**src/rtl/fpu_add_pipe.sv**
```systemverilog
// fpu_add_pipe: multi-cycle floating-point add/subtract.
// {sign, exp, man} words, round-to-nearest-even, one-hot status.
module fpu_add_pipe #(
  parameter int EXP_W = 6,
  parameter int MAN_W = 25,
  localparam int W = 1 + EXP_W + MAN_W
) (
  input  logic         clock100KHz,
  input  logic         reset,
  input  logic         in_valid,
  output logic         in_ready,
  input  logic [W-1:0] op_A_in,
  input  logic [W-1:0] op_B_in,
  input  logic         op_sub,
  output logic         out_valid,
  input  logic         out_ready,
  output logic [W-1:0] data_out,
  output logic [3:0]   status_out
);
  localparam int SW  = MAN_W + 4;
  localparam int LZW = $clog2(SW + 1);
  localparam int EXW = EXP_W + LZW + 2;
  localparam logic [EXW-1:0] EMAX = EXW'((1 << EXP_W) - 1);

  typedef enum logic [2:0] {
    IDLE, ALIGN, OPERATE, NORMALIZE, ROUND, OUTPUT
  } state_t;

  state_t state, state_nx;

  logic [W-1:0]          a_q, b_q, byp_w_q;
  logic [SW-1:0]         big_q, sml_q, nrm_q;
  logic [SW:0]           sum_q;
  logic signed [EXW-1:0] exp_q;
  logic                  sgn_q, sub_q, byp_q, zero_q;

  always_comb begin
    state_nx = state;
    unique case (state)
      IDLE:      if (in_valid) state_nx = ALIGN;
      ALIGN:     state_nx = OPERATE;
      OPERATE:   state_nx = NORMALIZE;
      NORMALIZE: state_nx = ROUND;
      ROUND:     state_nx = OUTPUT;
      OUTPUT:    if (out_ready) state_nx = IDLE;
      default:   state_nx = IDLE;
    endcase
  end

  assign in_ready  = state == IDLE;
  assign out_valid = state == OUTPUT;

  logic [EXP_W-1:0] ea, eb, e_big, e_sml, d;
  logic             a_big, za, zb;
  logic [SW-1:0]    s_big, s_sml, s_aln;
  logic [2*SW-1:0]  wide;
  logic [W-1:0]     byp_w;

  always_comb begin
    ea    = a_q[W-2:MAN_W];
    eb    = b_q[W-2:MAN_W];
    za    = ea == '0;
    zb    = eb == '0;
    a_big = a_q[W-2:0] >= b_q[W-2:0];
    e_big = a_big ? ea : eb;
    e_sml = a_big ? eb : ea;
    s_big = {1'b1, a_big ? a_q[MAN_W-1:0] : b_q[MAN_W-1:0], 3'b000};
    s_sml = {1'b1, a_big ? b_q[MAN_W-1:0] : a_q[MAN_W-1:0], 3'b000};
    d     = e_big - e_sml;
    wide  = {s_sml, {SW{1'b0}}} >> d;
    // far-away operand survives only as sticky
    if (int'(d) > MAN_W + 3)
      s_aln = {{(SW-1){1'b0}}, 1'b1};
    else
      s_aln = {wide[2*SW-1:SW+1], wide[SW] | (|wide[SW-1:0])};
    if (za && zb)
      byp_w = {a_q[W-1] & b_q[W-1], {(W-1){1'b0}}};
    else if (za)
      byp_w = b_q;
    else
      byp_w = a_q;
  end

  logic [SW:0] sum;

  always_comb begin
    if (sub_q)
      sum = {1'b0, big_q} - {1'b0, sml_q};
    else
      sum = {1'b0, big_q} + {1'b0, sml_q};
  end

  logic [LZW-1:0]        lz;
  logic [SW-1:0]         nrm_nx;
  logic signed [EXW-1:0] exp_nx;

  always_comb begin
    lz = LZW'(SW);
    for (int i = 0; i < SW; i++)
      if (sum_q[i]) lz = LZW'(SW - 1 - i);
    if (sum_q[SW]) begin
      nrm_nx = {sum_q[SW:2], |sum_q[1:0]};
      exp_nx = exp_q + EXW'(1);
    end else begin
      nrm_nx = sum_q[SW-1:0] << lz;
      exp_nx = exp_q - EXW'(lz);
    end
  end

  logic                  g, r, s, up, cy;
  logic [MAN_W+1:0]      rnd;
  logic signed [EXW-1:0] ef;
  logic [MAN_W-1:0]      frac;
  logic [W-1:0]          res;
  logic [3:0]            st;

  always_comb begin
    {g, r, s} = nrm_q[2:0];
    up   = g & (r | s | nrm_q[3]);
    rnd  = {1'b0, nrm_q[SW-1:3]} + (MAN_W+2)'(up);
    cy   = rnd[MAN_W+1];
    ef   = exp_q + EXW'(cy);
    frac = cy ? rnd[MAN_W:1] : rnd[MAN_W-1:0];
    res  = {sgn_q, ef[EXP_W-1:0], frac};
    st   = (g | r | s) ? 4'b0010 : 4'b0001;
    if (byp_q) begin
      res = byp_w_q;
      st  = 4'b0001;
    end else if (zero_q) begin
      res = '0;
      st  = 4'b0001;
    end else if (!ef[EXW-1] && ef >= EMAX) begin
      res = {sgn_q, {EXP_W{1'b1}}, {MAN_W{1'b0}}};
      st  = 4'b0100;
    end else if (ef[EXW-1] || ef == '0) begin
      res = '0;
      st  = 4'b1000;
    end
  end

  always_ff @(posedge clock100KHz or negedge reset) begin
    if (!reset) begin
      state      <= IDLE;
      a_q        <= '0;
      b_q        <= '0;
      byp_w_q    <= '0;
      big_q      <= '0;
      sml_q      <= '0;
      nrm_q      <= '0;
      sum_q      <= '0;
      exp_q      <= '0;
      sgn_q      <= 1'b0;
      sub_q      <= 1'b0;
      byp_q      <= 1'b0;
      zero_q     <= 1'b0;
      data_out   <= '0;
      status_out <= '0;
    end else begin
      state <= state_nx;
      unique case (state)
        IDLE: if (in_valid) begin
          a_q <= op_A_in;
          b_q <= {op_B_in[W-1] ^ op_sub, op_B_in[W-2:0]};
        end
        ALIGN: begin
          big_q   <= s_big;
          sml_q   <= s_aln;
          exp_q   <= EXW'(e_big);
          sgn_q   <= a_big ? a_q[W-1] : b_q[W-1];
          sub_q   <= a_q[W-1] ^ b_q[W-1];
          byp_q   <= za | zb;
          byp_w_q <= byp_w;
        end
        OPERATE: sum_q <= sum;
        NORMALIZE: begin
          nrm_q  <= nrm_nx;
          exp_q  <= exp_nx;
          zero_q <= sum_q == '0;
        end
        ROUND: begin
          data_out   <= res;
          status_out <= st;
        end
        default: ;
      endcase
    end
  end
endmodule

```
**config.mk**
```make
export PLATFORM = sky130hd
export DESIGN_NAME = fpu_add_pipe
export DESIGN_NICKNAME = d
export VERILOG_FILES = /design/src/rtl/fpu_add_pipe.sv
export SDC_FILE = /design/constraint.sdc
export NUM_CORES = 1
export LEC_CHECK = 0
export ABC_AREA = 1
export CORE_MARGIN = 10
export CORE_UTILIZATION = 40
export CTS_CLUSTER_SIZE = 28
export DETAILED_ROUTE_END_ITERATION = 16
export PLACE_DENSITY_LB_ADDON = 0.08
export SYNTH_ARGS = -nofsm -noshare
export SYNTH_HDL_FRONTEND = slang
export SYNTH_SLANG_ARGS = --single-unit
```
**constraint.sdc**
```tcl
create_clock -name clock100KHz -period 4.5 [get_ports clock100KHz]
set_input_delay 1.35 -clock clock100KHz [delete_from_list [all_inputs] [get_ports clock100KHz]]
set_output_delay 1.35 -clock clock100KHz [all_outputs]
set_load 0.005 [all_outputs]
```
# Yosys cells after proc, flatten, opt, wreduce, memory -nomap -nowiden
# Index checks and enable logic that the tools add are counted.
word_totals:
  wordCells: 112
  reg_bits: 266
  in_bits: 69
classes:
  eq_ne: 7
  n_shift: 2
  n_reduce_logical: 14
  n_bitwise: 10
  n_lt_le_gt_ge: 3
  n_addsub: 7
  mux: 54
op_table:
  columns: ["operator", "count"]
  rows:
  - ["$mux W32", 6]
  - ["$mux W5", 28]
  - ["$mux W25", 3]
  - ["$mux W29", 2]
  - ["$shr A58 B6 Y58", 1]
  - ["$ge A31 B31 Y1", 1]
  - ["$add A29 B29 Y30", 1]
  - ["$logic_not A30 Y1", 1]
  - ["$mux W30", 1]
  - ["$sub A29 B29 Y30", 1]
  - ["$reduce_or A29 Y1", 1]
  - ["$shl A29 B5 Y29", 1]
  - ["$add A26 B1 Y27", 1]
  - ["$pmux W13 S2", 1]
  - ["$pmux W3 S6", 1]
  - ["$mux W4", 4]
  - ["$add A13 B1 Y13", 1]
  - ["$add A13 B2 Y13 const B", 1]
  - ["$ge A13 B6 Y1 const B", 1]
  - ["$logic_not A13 Y1", 1]
  - ["$mux W13", 1]
  - ["$sub A13 B5 Y13", 1]
  - ["$logic_not A6 Y1", 2]
  - ["$mux W6", 2]
  - ["other kinds (20)", 33]

# Logic depth before layout (Yosys ltp)
# Gate-level depths: netlist (run 1).
depth:
  word_depth: 32
  ltp_mapped: 43
  depth_no_buf: 41

# Least setup slack after synthesis (run 1)
# No wires, ideal clock.
synth_path:
  path_type: "reg2reg"
  start: "register nrm_q[2]"
  end: "register data_out[20]"
  path_slack_ns: -0.300
  required_ns: 4.418
  path_stages_with_launch: 37
  arrival_ns: 4.718
  synth_period_minus_slack_ns: 4.800
  setup_time_ns: 0.082
  cell_sequence: "dfrtp_1 nand2_1 inv_2 ha_1 nand3_1 nor2_1 nand2_1 nor3_2 inv_1 nor3_4 nand4_1 nand3b_1 inv_1 nand4_1 nor2_1 nand4_1 inv_1 ha_1 ha_1 inv_1 nor2_1 nand2_1 nor2_1 nand3_1 xor2_1 nand4_1 nor3_1 o31a_1 nor2_2 nor2_1 inv_1 nor2_4 nand2_1 inv_2 buf_6 nand3_1 a31oi_1"
synth_between:
  elab_chain_len: 9
  elab_cells_between_ends: 13
synth_rtl:
  columns: ["item", "line", "rtl"]
  rows:
  - ["start: declaration", "32", "logic [SW-1:0] big_q, sml_q, nrm_q;"]
  - ["start signal: assignment", "176", "nrm_q <= nrm_nx;"]
  - ["$and A1 B1 Y1 *", "119", "up = g & (r | s | nrm_q[3]);"]
  - ["$add A26 B1 Y27 *", "120", "rnd = {1'b0, nrm_q[SW-1:3]} + (MAN_W+2)'(up);"]
  - ["parallel branches: the longest is 4 deep, another holds $add A13 B1 Y13", null, null]
  - ["$mux W32 *", "132", "end else if (!ef[EXW-1] && ef >= EMAX) begin"]
  - ["$mux W32 *", "129", "end else if (zero_q) begin"]
  - ["$mux W32 *", "126", "if (byp_q) begin"]
  - ["end signal: assignment", "181", "data_out <= res;"]
  - ["end: declaration", "17", "output logic [W-1:0] data_out,"]
# Mark *: on every way between the ends.
# A chain may end at the register's enable or synchronous reset.

# Worst setup path after layout (run 1)
layout_path:
  start: "register nrm_q[3]"
  end: "register data_out[12]"
layout_between:
  elab_chain_len: 10
  elab_cells_between_ends: 14
layout_rtl:
  columns: ["item", "line"]
  rows:
  - ["$or A1 B1 Y1", "119"]
  - ["$and A1 B1 Y1", "119"]
  - ["$add A26 B1 Y27 *", "120"]
  - ["parallel branches: the longest is 4 deep, another holds $add A13 B1 Y13", null]
  - ["$mux W32 *", "132"]
  - ["$mux W32 *", "129"]
  - ["$mux W32 *", "126"]
# Marked as above.

==> results.sh, run 1 <==
export IMPL_run_status="finished with violations"
export IMPL_failing_checks="setup timing"
export IMPL_detailed_placement_wirelength_estimate_mm=52.7
export IMPL_num_rows=80
export IMPL_finalNonFillerCells=3575
export IMPL_insertedDiodeCount=0
export IMPL_route_detailed_vias_per_inst=5.48
export IMPL_number_of_antenna_violations_at_the_first_check_in_global_routing=4
export IMPL_worst_hold_path_endpoint="status_out[2]$_DFFE_PN0P_"
export IMPL_fraction_of_met2_tracks_used_by_global_routing_pct=41.0
export IMPL_nNetsFinal=3102
export IMPL_die_width_um=239
export IMPL_grt_overflow_total=0
export IMPL_clockRootBuffer="sky130_fd_sc_hd__clkbuf_16"
export IMPL_grt_total_usage_pct=24.2
export IMPL_ys_seq_area_share_pct=34.8
export IMPL_hp_start="status_out[2]$_DFFE_PN0P_"
export IMPL_initial_utilization_pct=40.3
export IMPL_cp_launch_type="register"
export IMPL_cts_inserted_buffers=34
export IMPL_synthesis_instances=2797
export IMPL_worst_path_max_fanout=2
export IMPL_gp_routability_congestion=0.929
export IMPL_synth_distinct_cells=59
export IMPL_grt_max_degree=89
export IMPL_finClkSkew_ns=0.0230
export IMPL_yosys_warnings=0
export IMPL_cts_tree="yes"
export IMPL_synth_seq_cells=266
export IMPL_min_delay_path_class="register to register"
export IMPL_rr_worst_depth=37
export IMPL_nFillCells=4849
export IMPL_layout_common_cells="sky130_fd_sc_hd__nand2_1, sky130_fd_sc_hd__nand3_1, sky130_fd_sc_hd__o21ai_0"
export IMPL_clkLatencyLatePin_ns=0.56
export IMPL_holdWs_ns=0.488
export IMPL_met3_usage_pct=2.63
export IMPL_fin_crit_sh_pct=109
export IMPL_clock_fmax_ghz=0.205
export IMPL_timing_rr_start="nrm_q[3]$_DFFE_PN0P_"
export IMPL_report_final_setup_viol=25
export IMPL_worst_endpoint_arrival_ns=5.32
export IMPL_post_synthesis_async_set_or_reset_flop_share_pct=100
export IMPL_syn_area_sq_um=19100
export IMPL_finalWorstSetupSlack_ns=-0.387
export IMPL_cts_max_path_buffers=3
export IMPL_dp_cells=3448
export IMPL_layout_min_cycle_time_ns=4.89
export IMPL_synth_edff_count=0
export IMPL_rsz_0062_raised_after_global_routing="true"
export IMPL_final_layout_size_suffix_gt1_share_pct=10.2
export IMPL_path_clk_slew_ns=0.06
export IMPL_postRouteAntennaNets=0
export IMPL_port_buffer_count=106
export IMPL_max_cap_viol_count=0
export IMPL_synth_nets=2963
export IMPL_finalHoldViolations=0
export IMPL_endpoint_kind="register"
export IMPL_grt_busiest_layer="met2"
export IMPL_gr_usage_met1_pct=31.7
export IMPL_post_cts_hold_fix_bufs=0
export IMPL_core_area_sq_um=47500
export IMPL_cts_h_tree_depth=2
export IMPL_worst_r2r_dst="data_out[12]$_DFFE_PN0P_"
export IMPL_grt_pass1_wl_mm=109
export IMPL_drt_iter0_drc=1634
export IMPL_layout_area_growth_over_synthesis_pct=20.0
export IMPL_avgSynthCellArea_sq_um=6.84
export IMPL_first_global_vias=18824
export IMPL_cp_data_required_time_ns=4.93
export IMPL_worst_slew_margin_rel_pct=22.4
export IMPL_wl_per_cell_um=19.7
export IMPL_finalSetupTns_ns=-5.53
export IMPL_worstSetupPathType="register to register"
export IMPL_timing_critical_path_slowest_stage_cell="sky130_fd_sc_hd__dfrtp_1"
export IMPL_area_of_the_die_sq_um=57000
export IMPL_ff2ff_setup_slack_ns=-0.39
export IMPL_hold_path_cell_count=2
export IMPL_dieHeight_um=239
export IMPL_layout_cells_most_common="sky130_fd_sc_hd__nand2_1"
export IMPL_maxSlewViolCount=0
export IMPL_ioPinCount=107
export IMPL_numClockSinks=266
export IMPL_drt_pass1_iter_count=6
export IMPL_timing_worst_slew_pin_value_ns=1.16
export IMPL_detail_route_drc_violations=0
export IMPL_via_count=19597
export IMPL_timing_critical_path_slowest_cell_delay_ns=0.35
export IMPL_critical_path_top_cell_by_count="sky130_fd_sc_hd__buf_4"
export IMPL_wl_mm=70.6
export IMPL_synthFlopType="sky130_fd_sc_hd__dfrtp_1"
-- what timing repair did --
item | CTS | global route
buffers inserted | 56 | 11
gates resized for setup | 6 | 55
setup endpoints to repair | 21 | 54
gates cloned | 3 | 0
pin swaps | 5 | 19
-- kinds of logic (layout without fill, tap and decap cells) --
family                   after synthesis  after routing  share of synthesized area (%)
XOR/XNOR                              56             56                           2.56
multiplexers                           4              4                          0.222
flip-flops                           266            266                           34.8
AND/OR/NAND/NOR                     1328           1329                           29.6
adder cells (fa/ha/maj)               97             97                           6.42
AO/OA/AOI/OAI                        611            611                           17.5
buffers and inverters                435            597                           9.00
-- final cells by class --
| cell class | instances | area, sq um | area share (%) |
|---|---|---|---|
| Timing Repair inverter | 2 | 12.5 | 0.0545 |
| Multi-Input combinational cell | 2097 | 11000 | 48.1 |
| Sequential cell | 266 | 6660 | 29.0 |
| Tap cell | 615 | 769 | 3.35 |
| Timing Repair Buffer | 249 | 2200 | 9.59 |
| Clock inverter | 11 | 165 | 0.719 |
| Clock buffer | 49 | 1030 | 4.47 |
| Inverter | 286 | 1090 | 4.73 |
-- how the worst max path moves through the flow --
stage / start / to / slack [ns] / depth (start not counted)
CTS: nrm_q[2]$_DFFE_PN0P_ / data_out[10]$_DFFE_PN0P_ / 0.004 / 35
detailed placement: nrm_q[3]$_DFFE_PN0P_ / data_out[12]$_DFFE_PN0P_ / -0.14 / 35
finish: nrm_q[3]$_DFFE_PN0P_ / data_out[12]$_DFFE_PN0P_ / -0.39 / 37
global route: nrm_q[2]$_DFFE_PN0P_ / data_out[22]$_DFFE_PN0P_ / -0.66 / 35
floorplan: nrm_q[2]$_DFFE_PN0P_ / data_out[20]$_DFFE_PN0P_ / -0.09 / 36
global placement: nrm_q[3]$_DFFE_PN0P_ / data_out[12]$_DFFE_PN0P_ / 0.02 / 35
-- state kept, by name, indices dropped and copies added, names as in the netlist, 4 cells and up --
register / flops
b_q: 32
exp_q: 13
a_q: 32
sum_q: 30
big_q: 26
nrm_q: 29
byp_w_q: 32
sml_q: 29
status_out: 4
data_out: 32
-- stage by stage --
step | setup slack [ns] | instance area [sq um] | util [%]
6_report | -0.387 | 23000 | 48.3
5_1_grt | -0.664 | 23000 | 48.3
4_1_cts | 0.00402 | 22700 | 47.8
3_5_place_dp | -0.145 | 21100 | 44.3
3_3_place_gp | 0.0165 | 21100 | 44.3
2_1_floorplan | -0.0947 | 19200 | -
-- worst max-delay path, delay by kind of cell, from the launching register on --
kind	cells	cell delay [ns]
compound gates	1	0.08
fa+ha+maj	1	0.14
buf+inv	27	3.26
flops	1	0.35
simple gates	8	0.94
-- synth_stat cells, types with 21 or more instances --
library cell	instances	share of area, %
sky130_fd_sc_hd__a21oi_1	202	5.3
sky130_fd_sc_hd__a31oi_1	21	0.69
sky130_fd_sc_hd__buf_2	28	0.73
sky130_fd_sc_hd__clkbuf_1	100	2.0
sky130_fd_sc_hd__dfrtp_1	266	35
sky130_fd_sc_hd__ha_1	95	6.2
sky130_fd_sc_hd__inv_1	274	5.4
sky130_fd_sc_hd__nand2_1	737	14
sky130_fd_sc_hd__nand3_1	320	8.4
sky130_fd_sc_hd__nand4_1	33	1.1
sky130_fd_sc_hd__nor2_1	171	3.4
sky130_fd_sc_hd__nor3_1	23	0.60
sky130_fd_sc_hd__o21ai_0	285	7.5
sky130_fd_sc_hd__xor2_1	52	2.4
-- layer usage --
metal  up-vias  wire (um)
li1       9578          -
met1      9356      30900
met2       557      34200
met3       106       3220
met4         0       2330
met5         -          0
Power of run 1 is not shown: default switching activity piles up to over one toggle a cycle in this logic, so the estimate is an artifact.
==> run 2, diff against run 1 <==
--- a/config.mk
+++ b/config.mk
@@ -10,6 +10,7 @@
 export CORE_UTILIZATION = 40
 export CTS_CLUSTER_SIZE = 28
 export DETAILED_ROUTE_END_ITERATION = 16
+export GPL_ROUTABILITY_DRIVEN = 0
 export PLACE_DENSITY_LB_ADDON = 0.08
 export SYNTH_ARGS = -nofsm -noshare
 export SYNTH_HDL_FRONTEND = slang
==> results.sh, run 2 (synthesis gave the netlist of run 1 again) <==
export IMPL_ioPinCount=107
export IMPL_report_final_setup_viol=32
export IMPL_initial_utilization_pct=40.3
export IMPL_layout_area_growth_over_synthesis_pct=19.1
export IMPL_dieHeight_um=239
export IMPL_dp_cells=3435
export IMPL_worst_endpoint_arrival_ns=5.41
export IMPL_drt_iter0_drc=1767
export IMPL_timing_critical_path_slowest_cell_delay_ns=0.34
export IMPL_holdWs_ns=0.487
export IMPL_numClockSinks=266
export IMPL_cts_h_tree_depth=1
export IMPL_port_buffer_count=106
export IMPL_nNetsFinal=3096
export IMPL_layout_common_cells="sky130_fd_sc_hd__nand2_1, sky130_fd_sc_hd__nand3_1, sky130_fd_sc_hd__o21ai_0"
export IMPL_detail_route_drc_violations=0
export IMPL_cp_launch_type="register"
export IMPL_rsz_0062_raised_after_global_routing="true"
export IMPL_nFillCells=4777
export IMPL_finalSetupTns_ns=-7.82
export IMPL_area_of_the_die_sq_um=57000
export IMPL_multi_input_comb_area_sq_um=11000
export IMPL_timing_worst_slew_pin_value_ns=1.19
export IMPL_min_delay_path_class="register to register"
export IMPL_post_cts_hold_fix_bufs=0
export IMPL_die_width_um=239
export IMPL_timing_rr_start="nrm_q[2]$_DFFE_PN0P_"
export IMPL_cts_max_path_buffers=3
export IMPL_via_count=19648
export IMPL_maxSlewViolCount=0
export IMPL_timing_critical_path_slowest_stage_cell="sky130_fd_sc_hd__dfrtp_1"
export IMPL_grt_max_degree=96
export IMPL_fin_crit_sh_pct=110
export IMPL_finClkSkew_ns=0.0138
export IMPL_grt_pass1_wl_mm=107
export IMPL_worst_path_max_fanout=2
export IMPL_grt_busiest_layer="met2"
export IMPL_grt_total_usage_pct=23.4
export IMPL_cp_data_required_time_ns=4.97
export IMPL_wl_per_cell_um=19.3
export IMPL_route_detailed_vias_per_inst=5.50
export IMPL_finalHoldViolations=0
export IMPL_worstSetupPathType="register to register"
export IMPL_first_global_vias=18639
export IMPL_grt_overflow_total=0
export IMPL_endpoint_kind="register"
export IMPL_ff2ff_setup_slack_ns=-0.44
export IMPL_number_of_antenna_violations_at_the_first_check_in_global_routing=2
export IMPL_core_area_sq_um=47500
export IMPL_wl_mm=68.8
export IMPL_final_layout_size_suffix_gt1_share_pct=10.1
export IMPL_critical_path_top_cell_by_count="sky130_fd_sc_hd__buf_4"
export IMPL_clock_fmax_ghz=0.203
export IMPL_dpl_cell_area_sq_um=21000
export IMPL_num_rows=80
export IMPL_clkLatencyLatePin_ns=0.60
export IMPL_cts_inserted_buffers=31
export IMPL_met3_usage_pct=2.50
export IMPL_failing_checks="setup timing"
export IMPL_layout_min_cycle_time_ns=4.94
export IMPL_worst_slew_margin_rel_pct=20.6
export IMPL_design_area_sq_um=22800
export IMPL_path_clk_slew_ns=0.07
export IMPL_run_status="finished with violations"
export IMPL_cts_tree="yes"
export IMPL_sequential_cell_area_sq_um=6660
export IMPL_detailed_placement_wirelength_estimate_mm=51.2
export IMPL_gr_usage_met1_pct=30.9
export IMPL_layout_cells_most_common="sky130_fd_sc_hd__nand2_1"
export IMPL_hp_start="status_out[2]$_DFFE_PN0P_"
export IMPL_insertedDiodeCount=0
export IMPL_drt_pass1_iter_count=8
export IMPL_clockRootBuffer="sky130_fd_sc_hd__clkbuf_16"
export IMPL_finalWorstSetupSlack_ns=-0.435
export IMPL_postRouteAntennaNets=0
export IMPL_finalNonFillerCells=3570
export IMPL_max_cap_viol_count=0
export IMPL_fraction_of_met2_tracks_used_by_global_routing_pct=38.3
export IMPL_cp_startpoint="nrm_q[2]$_DFFE_PN0P_"
run 2: cell count changes in the layout (fill, tap and decap cells not counted), moves of 3 or more:
cell,before,now
sky130_fd_sc_hd__nand2_1,732,728
sky130_fd_sc_hd__nand2_2,14,17
sky130_fd_sc_hd__clkbuf_8,12,8
sky130_fd_sc_hd__clkinv_2,2,11
sky130_fd_sc_hd__clkbuf_16,34,31
sky130_fd_sc_hd__buf_6,7,4
run 2: area by class of cell:
type | instances | area share [%]
clock buffers | 42 | 3.94
clock inverters | 16 | 0.609
inverters | 286 | 4.76
multi-input cells | 2097 | 48.4
flip-flops and latches | 266 | 29.2
well taps | 615 | 3.38
repair buffers | 246 | 9.63
repair inverters | 2 | 0.0659
run 2: what timing repair did:
action / in CTS / in global routing
endpoints found under the hold margin: 0 / 0
resized for setup: 9 / 49
endpoints found under the setup margin: 21 / 54
pin swaps: 5 / 27
buffers inserted: 60 / 15
cloned: 3 / 0
run 2: final timing paths:
kind	end	cells past startpoint
worst min register to register	status_out[2]$_DFFE_PN0P_	2
min in group asynchronous	nrm_q[23]$_DFFE_PN0P_	1
worst max register to register	data_out[12]$_DFFE_PN0P_	37
worst min-delay path	status_out[2]$_DFFE_PN0P_	2
worst max-delay path	data_out[12]$_DFFE_PN0P_	37
max in group asynchronous	a_q[11]$_DFFE_PN0P_	2
run 2: metal layers:
metal / share of wire (%) / wire, um
met1: 44 / 30100
met3: 4.9 / 3380
met2: 47 / 32300
met4: 4.4 / 3050
met5: 0 / 0
run 2: metrics by stage:
stage               utilization, %  setup slack [ns]
finish                        47.9            -0.435
global route                  47.9            -0.702
CTS                           47.4           -0.0598
detailed placement            44.2            -0.141
global placement              44.2            0.0701
floorplan                        -           -0.0947
run 2: worst max-delay path, delay by kind of cell (launching register included):
family,cells,cell delay (ns)
adders and majority gates,1,0.14
DFF,1,0.34
and+or+nand+nor,8,1.00
buffers and inverters,27,3.25
AOI/OAI and AO/OA,1,0.08
Power of run 2 is left out for the same reason.
